--- config.mk ---
export PLATFORM = sky130hd
export DESIGN_NAME = multi_reaction_timer
export DESIGN_NICKNAME = d
export VERILOG_FILES = /design/src/rtl/multi_reaction_timer_pkg.sv /design/src/rtl/multi_reaction_timer_player_channel.sv /design/src/rtl/multi_reaction_timer.sv
export SDC_FILE = /design/constraint.sdc
export NUM_CORES = 1
export LEC_CHECK = 0
export CORE_MARGIN = 2
export CORE_UTILIZATION = 35
export DETAILED_ROUTE_END_ITERATION = 10
export SYNTH_ARGS = -nofsm -noshare
export SYNTH_HDL_FRONTEND = slang
export SYNTH_SLANG_ARGS = --single-unit
--- constraint.sdc ---
create_clock -name i_Clk -period 2.4 [get_ports i_Clk]
set_input_delay 0.24 -clock i_Clk [delete_from_list [all_inputs] [get_ports i_Clk]]
set_output_delay 0.24 -clock i_Clk [all_outputs]
set_load 0.01 [all_outputs]
--- src/rtl/multi_reaction_timer_pkg.sv ---
// Shared types and constants for the multi-player reaction timer.
package multi_reaction_timer_pkg;

    typedef enum logic [1:0] {
        S_IDLE      = 2'd0,
        S_WAIT_RAND = 2'd1,
        S_ARMED     = 2'd2,
        S_REPORT    = 2'd3
    } state_t;

    localparam logic [7:0] LED_ON = 8'hFF;
    localparam int         PIDX_W = 3;

endpackage

--- src/rtl/multi_reaction_timer_player_channel.sv ---
// One player's channel: button edge detect, captured time and done/cheat/slow flags.
module rt_player_channel
    import multi_reaction_timer_pkg::*;
#(
    parameter int TIME_W     = 10,
    parameter int TIMEOUT_MS = 999
) (
    input  logic              i_clk,
    input  logic              i_rst,
    input  state_t            i_state,
    input  logic [TIME_W-1:0] i_ms,
    input  logic              i_tick,
    input  logic              i_btn,
    input  logic              i_clear,
    output logic [TIME_W-1:0] o_time,
    output logic              o_done,
    output logic              o_cheat,
    output logic              o_slow
);

    logic              r_btn_q;
    logic [TIME_W-1:0] r_time;
    logic              r_done;
    logic              r_cheat;
    logic              r_slow;
    logic              w_rise;
    logic              w_timeout;

    assign w_rise    = i_btn & ~r_btn_q;
    assign w_timeout = (i_state == S_ARMED) && i_tick && (i_ms == TIME_W'(TIMEOUT_MS));

    always_ff @(posedge i_clk or posedge i_rst) begin
        if (i_rst) begin
            r_btn_q <= 1'b0;
            r_time  <= '0;
            r_done  <= 1'b0;
            r_cheat <= 1'b0;
            r_slow  <= 1'b0;
        end else begin
            r_btn_q <= i_btn;
            if (i_clear) begin
                r_time  <= '0;
                r_done  <= 1'b0;
                r_cheat <= 1'b0;
                r_slow  <= 1'b0;
            end else if (i_state == S_WAIT_RAND) begin
                if (w_rise) r_cheat <= 1'b1;
            end else if ((i_state == S_ARMED) && !r_cheat && !r_done) begin
                // A press on the timeout tick still counts as a real capture.
                if (w_rise) begin
                    r_time <= i_ms;
                    r_done <= 1'b1;
                end else if (w_timeout) begin
                    r_time <= TIME_W'(TIMEOUT_MS);
                    r_slow <= 1'b1;
                    r_done <= 1'b1;
                end
            end
        end
    end

    assign o_time  = r_time;
    assign o_done  = r_done;
    assign o_cheat = r_cheat;
    assign o_slow  = r_slow;

endmodule

--- src/rtl/multi_reaction_timer.sv ---
// N-player reaction timer: random wait, armed LED, per-player capture, winner report.
// Optional best-time record enabled by the BEST_TIME_EN macro.
//
// state     | meaning
// IDLE      | results held, waiting for Start rise
// WAIT_RAND | counting down the random delay; presses mark cheaters
// ARMED     | LED lit, ms counter running, capturing presses
// REPORT    | LCDUpdate held until LCDAck
module multi_reaction_timer
    import multi_reaction_timer_pkg::*;
#(
    parameter int NUM_PLAYERS  = 2,
    parameter int TIME_W       = 10,
    parameter int RAND_W       = 13,
    parameter int MIN_DELAY_MS = 1000,
    parameter int TIMEOUT_MS   = 999
) (
    input  logic                          i_Clk,
    input  logic                          i_Rst,
    input  logic                          i_TickMS,
    input  logic                          i_Start,
    input  logic [NUM_PLAYERS-1:0]        i_Btn,
    input  logic [RAND_W-1:0]             i_RandomValue,
    output logic [7:0]                    o_LED,
    output logic [NUM_PLAYERS*TIME_W-1:0] o_ReactionTime,
    output logic [NUM_PLAYERS-1:0]        o_Cheat,
    output logic [NUM_PLAYERS-1:0]        o_Slow,
    output logic [PIDX_W-1:0]             o_Winner,
    output logic                          o_WinValid,
    output logic                          o_Wait,
    output logic                          o_LCDUpdate,
`ifdef BEST_TIME_EN
    output logic [TIME_W-1:0]             o_BestTime,
    output logic [PIDX_W-1:0]             o_BestPlayer,
`endif
    input  logic                          i_LCDAck
);

    localparam logic [RAND_W:0] DLY_MIN = (RAND_W+1)'(MIN_DELAY_MS);
    localparam logic [RAND_W:0] DLY_ONE = (RAND_W+1)'(1);

    state_t                         r_state;
    state_t                         w_state_nxt;
    logic                           r_start_q;
    logic [RAND_W:0]                r_delay;
    logic [TIME_W-1:0]              r_ms;
    logic                           r_show;
    logic                           w_start_rise;
    logic                           w_clear;
    logic                           w_dly_tc;
    logic                           w_timeout;
    logic                           w_all_done;
    logic [NUM_PLAYERS*TIME_W-1:0]  w_times;
    logic [NUM_PLAYERS-1:0]         w_done;
    logic [NUM_PLAYERS-1:0]         w_cheat;
    logic [NUM_PLAYERS-1:0]         w_slow;
    logic [PIDX_W-1:0]              w_winner;
    logic [TIME_W-1:0]              w_win_time;
    logic                           w_win_valid;

    assign w_start_rise = i_Start & ~r_start_q;
    assign w_clear      = (r_state == S_IDLE) && w_start_rise;
    assign w_dly_tc     = (r_delay <= DLY_ONE);
    assign w_timeout    = (r_state == S_ARMED) && i_TickMS && (r_ms == TIME_W'(TIMEOUT_MS));
    assign w_all_done   = &(w_done | w_cheat);

    always_ff @(posedge i_Clk or posedge i_Rst) begin
        if (i_Rst) r_state <= S_IDLE;
        else       r_state <= w_state_nxt;
    end

    always_comb begin
        w_state_nxt = r_state;
        case (r_state)
            S_IDLE:      if (w_start_rise) w_state_nxt = S_WAIT_RAND;
            S_WAIT_RAND: begin
                if (&w_cheat)                 w_state_nxt = S_REPORT;
                else if (i_TickMS && w_dly_tc) w_state_nxt = S_ARMED;
            end
            S_ARMED:     if (w_all_done || w_timeout) w_state_nxt = S_REPORT;
            S_REPORT:    if (i_LCDAck) w_state_nxt = S_IDLE;
            default:     w_state_nxt = S_IDLE;
        endcase
    end

    always_ff @(posedge i_Clk or posedge i_Rst) begin
        if (i_Rst) begin
            r_start_q <= 1'b0;
            r_delay   <= '0;
            r_ms      <= '0;
            r_show    <= 1'b0;
        end else begin
            r_start_q <= i_Start;
            if (w_clear)
                r_delay <= DLY_MIN + {1'b0, i_RandomValue};
            else if ((r_state == S_WAIT_RAND) && i_TickMS)
                r_delay <= w_dly_tc ? '0 : r_delay - DLY_ONE;

            if ((r_state == S_WAIT_RAND) && (w_state_nxt == S_ARMED))
                r_ms <= '0;
            else if ((r_state == S_ARMED) && i_TickMS && !w_timeout)
                r_ms <= r_ms + TIME_W'(1);

            // Winner outputs stay visible from REPORT entry until the next round starts.
            if (w_clear)                        r_show <= 1'b0;
            else if (w_state_nxt == S_REPORT)   r_show <= 1'b1;
        end
    end

    for (genvar p = 0; p < NUM_PLAYERS; p++) begin : g_ch
        rt_player_channel #(
            .TIME_W     (TIME_W),
            .TIMEOUT_MS (TIMEOUT_MS)
        ) u_ch (
            .i_clk   (i_Clk),
            .i_rst   (i_Rst),
            .i_state (r_state),
            .i_ms    (r_ms),
            .i_tick  (i_TickMS),
            .i_btn   (i_Btn[p]),
            .i_clear (w_clear),
            .o_time  (w_times[p*TIME_W +: TIME_W]),
            .o_done  (w_done[p]),
            .o_cheat (w_cheat[p]),
            .o_slow  (w_slow[p])
        );
    end

    // Strict less-than keeps the lowest index on ties.
    always_comb begin
        w_win_valid = 1'b0;
        w_winner    = '0;
        w_win_time  = '1;
        for (int p = 0; p < NUM_PLAYERS; p++) begin
            if (w_done[p] && !w_cheat[p] && !w_slow[p] &&
                (!w_win_valid || (w_times[p*TIME_W +: TIME_W] < w_win_time))) begin
                w_win_valid = 1'b1;
                w_winner    = PIDX_W'(p);
                w_win_time  = w_times[p*TIME_W +: TIME_W];
            end
        end
    end

`ifdef BEST_TIME_EN
    logic [TIME_W-1:0] r_best_time;
    logic [PIDX_W-1:0] r_best_player;

    always_ff @(posedge i_Clk or posedge i_Rst) begin
        if (i_Rst) begin
            r_best_time   <= '1;
            r_best_player <= '0;
        end else if ((r_state == S_REPORT) && w_win_valid && (w_win_time < r_best_time)) begin
            r_best_time   <= w_win_time;
            r_best_player <= w_winner;
        end
    end

    assign o_BestTime   = r_best_time;
    assign o_BestPlayer = r_best_player;
`endif

    assign o_LED          = (r_state == S_ARMED) ? LED_ON : 8'h00;
    assign o_Wait         = (r_state == S_WAIT_RAND);
    assign o_LCDUpdate    = (r_state == S_REPORT);
    assign o_ReactionTime = w_times;
    assign o_Cheat        = w_cheat;
    assign o_Slow         = w_slow;
    assign o_Winner       = r_show ? w_winner : '0;
    assign o_WinValid     = r_show & w_win_valid;

endmodule

==> results.toml, run 1 <==
[status]
outcome = "finished with violations"
violations = "setup timing"

[route]
via_per_inst = 5.27
routed_wl_um = 8920
dr.pass1.iters = 5
vias = 2929
final_antenna_net_count = 0
dr.first_iter.drc_count = 127
drc_errors = 0
avgRoutedWirePerCell_um = 16.0

[sta]
whs_ns = 0.298
slew_violations = 0
worstMarginPinSlew_ns = 0.581
finalSetupViolCount = 1
slew_headroom_pct = 61.2
clock_skew_ns = 0.00987
hold_violations = 0
rsz0062_at_grt = "yes"
fin_crit_ns = 2.54
finalCritPeriodShare_pct = 106
fmax_mhz = 393
layout_setup_ws_ns = -0.144

[placement]
place_congestion = 0.821
dp_cells = 548
portBuffers = 55
hpwl_um = 6760

[clocking]
cts_tree = "built"
htree_levels = 2
clk_latency_ns = 0.31
clk_path_buf_depth = 2
cts_buffers = 5
hold_buffers = 0
clkTransAtPathRegs_ns = 0.10
cts-root-buf = "clkbuf_8"
cts.sinks = 56

[synth]
ys_seq_area_share_pct = 41.1
yosys-top-cells-count = "nor2_1, dfrtp_1, a21oi_1, nand2_1, o21ai_0"
synth_edf_count = 0
synth_most_common_cell = "nor2_1"
yosysTopAreaCellShare_pct = 41.1
syn_inst = 369
synth.avg_cell_area_sq_um = 9.24
synth_cell_type_count = 70
yosys.area.top_type = "dfrtp_1"
yosys_register_bits = 56
ys.flop_type = "dfrtp_1"
synthTopCellsByArea = "dfrtp_1, nor2_1, ha_1"
syn_area_sq_um = 3410
async_flop_share_pct = 100
synth_warnings = 0

[global_routing]
antenna_found_initial = 0
grt.total_usage_pct = 17.4
grt_remaining_overflow = 0
grt_pass1_vias = 2803
grt_pass1_wl_um = 14200
grt_max_degree = 32

[worst_setup_path]
required_ns = 2.16
critPathKind = "reg -> out"
endpoint_kind = "primary output"
rr_endpoint = "r_delay[5]"
critPathLaunchType = "register"
cp.arrival_ns = 2.30
r2r_start = "r_delay[10]"
setup.worst_path.start = "g_ch[0].u_ch.o_cheat"
ff2ff_setup_slack_ns = 0.34
worstRegToRegCells = 5
path_max_fanout = 6

[power_and_ir_drop]
power_density_nw_per_um2 = 1090
p_leak_nw = 1.80
p_total_mw = 4.64
ir_drop_v = 0.000307

[worst_hold_path]
min_path_type = "in -> async"

[floorplanning]
initial_core_util_pct = 35.5
ios = 58
die-area_sq_um = 10500
core_area_sq_um = 9590
rows = 36
die_width_um = 103
die_h_um = 103

[cells_and_area]
areaGrowthSynthToFinish_pct = 24.5
nNetsFinal = 455
drive_above_1_share_pct = 11.1
final_cell_count_no_fill = 556
diodes = 0

[flow_run]
maxCapViolCount = 0
==> critical path: stages (launching register included) <==
cell	delay, ns
dfrtp_1	0.39
or3b_4	0.44
nor2_4	0.14
ha_4	0.21
a21o_1	0.16
a21o_1	0.16
a21oi_2	0.12
o21ai_1	0.08
a21oi_1	0.14
buf_2	0.14
==> final cells by class <==
| type | instances | area, sq um |
|---|---|---|
| Inverter | 10 | 37.5 |
| Timing Repair Buffer | 70 | 673 |
| Fill cell | 977 | 5350 |
| Clock inverter | 2 | 35.0 |
| Clock buffer | 6 | 72.6 |
| Tap cell | 133 | 166 |
| Multi-Input combinational cell | 279 | 1860 |
| Sequential cell | 56 | 1400 |
==> placed cells by master (no fill, tap or decap), types with 7 or more instances in the layout <==
cell,count
a21oi_1,25
buf_4,14
clkdlybuf4s50_1,53
dfrtp_1,56
ha_1,12
inv_1,8
nand2_1,22
nand4_1,7
nor2_1,56
o21ai_0,16
o21ai_1,14
xor2_1,10
==> kinds of logic (layout without fill, tap and decap cells) <==
| logic type | count (synthesis) | count (layout) | synth area share [%] |
|---|---|---|---|
| and+or+nand+nor | 139 | 139 | 22.2 |
| AOI/OAI and AO/OA | 107 | 107 | 21.3 |
| DFF | 56 | 56 | 41.1 |
| buffers and inverters | 35 | 88 | 5.84 |
| xor gates and xnor gates | 16 | 16 | 4.11 |
| adders and majority gates | 13 | 13 | 4.77 |
| muxes | 2 | 2 | 0.587 |
| other | 1 | 2 | 0.110 |
==> registers in the layout (all words and copies together) (netlist names) <==
register / cells
r_delay: 14
g_ch.u_ch.o_cheat: 2
g_ch.u_ch.r_btn_q: 2
r_start_q: 1
g_ch.u_ch.o_done: 2
r_state: 2
r_ms: 10
g_ch.u_ch.o_time: 20
r_show: 1
g_ch.u_ch.o_slow: 2
==> report_power, final <==
group | total (mW) | internal (mW) | switching (mW)
sequential | 1.79 | 1.29 | 0.495
clock | 0.610 | 0.310 | 0.300
combinational | 2.25 | 1.14 | 1.10
total | 4.64 | 2.75 | 1.90
==> how the worst max path moves through the flow <==
stage                  endpoint
finish              o_Winner[0]
CTS                 o_Winner[0]
global route        o_Winner[0]
detailed placement  o_Winner[0]
global placement    o_Winner[0]
floorplan           o_Winner[0]
==> metal layers <==
| layer | up-vias | global-route usage, % | wire (um) |
|---|---|---|---|
| met5 | - | 0 | 0 |
| met4 | 0 | 4.92 | 47 |
| met3 | 2 | 2.24 | 332 |
| met2 | 65 | 27.1 | 4110 |
| met1 | 1427 | 25.4 | 4430 |
| li1 | 1435 | - | - |
==> through the flow <==
stage	area, sq um	setup WS, ns	setup TNS [ns]	utilization (%)
2_1_floorplan	3410	0.0136	0	-
3_3_place_gp	4090	-0.308	-0.308	42.7
3_5_place_dp	4090	-0.386	-0.386	42.7
4_1_cts	4200	-0.132	-0.132	43.8
5_1_grt	4240	-0.277	-0.277	44.2
6_report	4240	-0.144	-0.144	44.2
==> timing repair <==
action	CTS	global route
pin swaps	1	6
resized for setup	8	7
setup buffers	0	0
endpoints found under the setup margin	1	2
Note: power is estimated with default switching activity, not from simulation.
==> inputs of run 2 (changes only) <==
Clock period 2.4 ns to 2.85 ns, I/O delays scaled along.
==> run 2 against run 1 <==
The flow now finishes without violations. First-iteration DRC count up 4.7%. Final area down 1.7%. Cell count is 0.72% lower. Critical path depth is the same. Global-route usage shrank 0.57 points. Critical endpoint unchanged. Largest cell class unchanged.
==> results.toml, run 2 (same netlist as run 1, synthesis figures left out) <==
[status]
outcome = "finished, final reports clean"

[floorplanning]
die_h_um = 103
ios = 58
core_area_sq_um = 9590
die-area_sq_um = 10500
rows = 36
initial_core_util_pct = 35.5
die_width_um = 103

[clocking]
cts.sinks = 56
clkTransAtPathRegs_ns = 0.11
cts_tree = "built"
cts_buffers = 5
clk_latency_ns = 0.32
htree_levels = 2
hold_buffers = 0
clk_path_buf_depth = 2
cts-root-buf = "clkbuf_8"

[power_and_ir_drop]
ir_drop_v = 0.000303
power_density_nw_per_um2 = 927
p_total_mw = 3.86
p_leak_nw = 1.77

[sta]
finalSetupViolCount = 0
clock_skew_ns = 0.00735
slew_headroom_pct = 60.5
whs_ns = 0.251
rsz0062_at_grt = "no"
worstMarginPinSlew_ns = 0.592
tns_ns = 0
slew_violations = 0
fin_crit_ns = 2.62
hold_violations = 0
finalCritPeriodShare_pct = 91.8
fmax_mhz = 382

[worst_setup_path]
critPathKind = "reg -> out"
cp.arrival_ns = 2.33
critPathLaunchType = "register"
endpoint_kind = "primary output"
path_max_fanout = 7
required_ns = 2.57

[placement]
hpwl_um = 6460
place_congestion = 0.825
portBuffers = 55

[cells_and_area]
layout_commonest_cell = "nor2_1"
largest_reg_flops = 20
drive_above_1_share_pct = 9.55
post-route-util_pct = 43.5
areaGrowthSynthToFinish_pct = 22.3
diodes = 0
nNetsFinal = 451
final_cell_mix = "nor2_1, dfrtp_1, clkdlybuf4s50_1, a21oi_1, nand2_1"

[route]
avgRoutedWirePerCell_um = 15.6
via_per_inst = 5.31
dr.pass1.iters = 4
drc_errors = 0
vias = 2930
wl_met2_um = 3810
routed_wl_um = 8590
met3_length_um = 392
dr.first_iter.drc_count = 133
final_antenna_net_count = 0
top_layer = "met4"
m1WireLength_um = 4290

[global_routing]
grt.total_usage_pct = 16.8
grt_max_degree = 36
grt_pass1_vias = 2632
antenna_found_initial = 0
grt_remaining_overflow = 0
grt_pass1_wl_um = 13800

[worst_hold_path]
min_path_type = "in -> async"

[flow_run]
maxCapViolCount = 0
## run 2: changes by cell type in the layout (fill, tap and decap cells not counted), sizes merged
cell | previous run | this run
buf | 16 | 11
clkbuf | 6 | 7
clkdlybuf4s50 | 53 | 54
dlymetal6s2s | 1 | 0
## run 2: cell type report
| cell class | instances | area (sq um) |
|---|---|---|
| fillers | 955 | 5430 |
| repair buffers | 66 | 628 |
| clock buffers | 6 | 82.6 |
| clock inverters | 2 | 38.8 |
| well taps | 133 | 166 |
| inverters | 10 | 37.5 |
| flip-flops and latches | 56 | 1400 |
| multi-input cells | 279 | 1810 |
## run 2: worst max-delay path, cell delays in order (launching register included)
cell      delay [ns]
dfrtp_1         0.39
or3b_4          0.44
nor2_1          0.11
ha_1            0.25
a21o_1          0.16
a21o_1          0.17
a21oi_1         0.13
o21ai_0         0.10
a21oi_1         0.12
clkbuf_2        0.15
## run 2: through the flow
stage	area [sq um]	instances	setup WS, ns
floorplan	3410	370	0.419
global placement	4050	544	0.0897
detailed placement	4050	544	0.0680
CTS	4170	552	0.0986
global route	4170	552	0.0866
finish	4170	552	0.233
## run 2: routing by layer
metal,vias to the layer above,global-route usage (%)
met5,-,0
li1,1436,-
met1,1402,25.9
met4,0,4.72
met2,85,24.4
met3,7,2.44
## run 2: what timing repair did
action,4_1_cts,5_1_grt
endpoints found under the hold margin,0,0
gates resized for setup,2,2
pin swaps,0,0
setup buffers,0,0
setup endpoints to repair,1,1
## run 2: where the power goes
group | leakage (nW) | total (mW) | internal (mW) | switching [mW]
registers | 0.694 | 1.49 | 1.09 | 0.401
clock network | 0.0614 | 0.568 | 0.288 | 0.280
logic | 1.01 | 1.81 | 0.918 | 0.888
total | 1.77 | 3.86 | 2.29 | 1.57
## run 2: final timing paths
| path | from | to | slack [ns] | depth (start not counted) |
|---|---|---|---|---|
| setup / recovery | g_ch[0].u_ch.o_cheat | o_Winner[0] | 0.23 | 9 |
| hold / removal | i_Rst | g_ch[0].u_ch.o_time[7] | 0.25 | 2 |
| setup reg to reg | r_delay[10] | r_delay[6] | 0.76 | 5 |
| hold reg to reg | r_delay[13] | r_delay[13] | 0.52 | 1 |
| max in group asynchronous | i_Rst | r_delay[4] | 1.95 | 3 |
| min in group i_Clk | i_Btn[0] | g_ch[0].u_ch.r_btn_q | 0.43 | 1 |
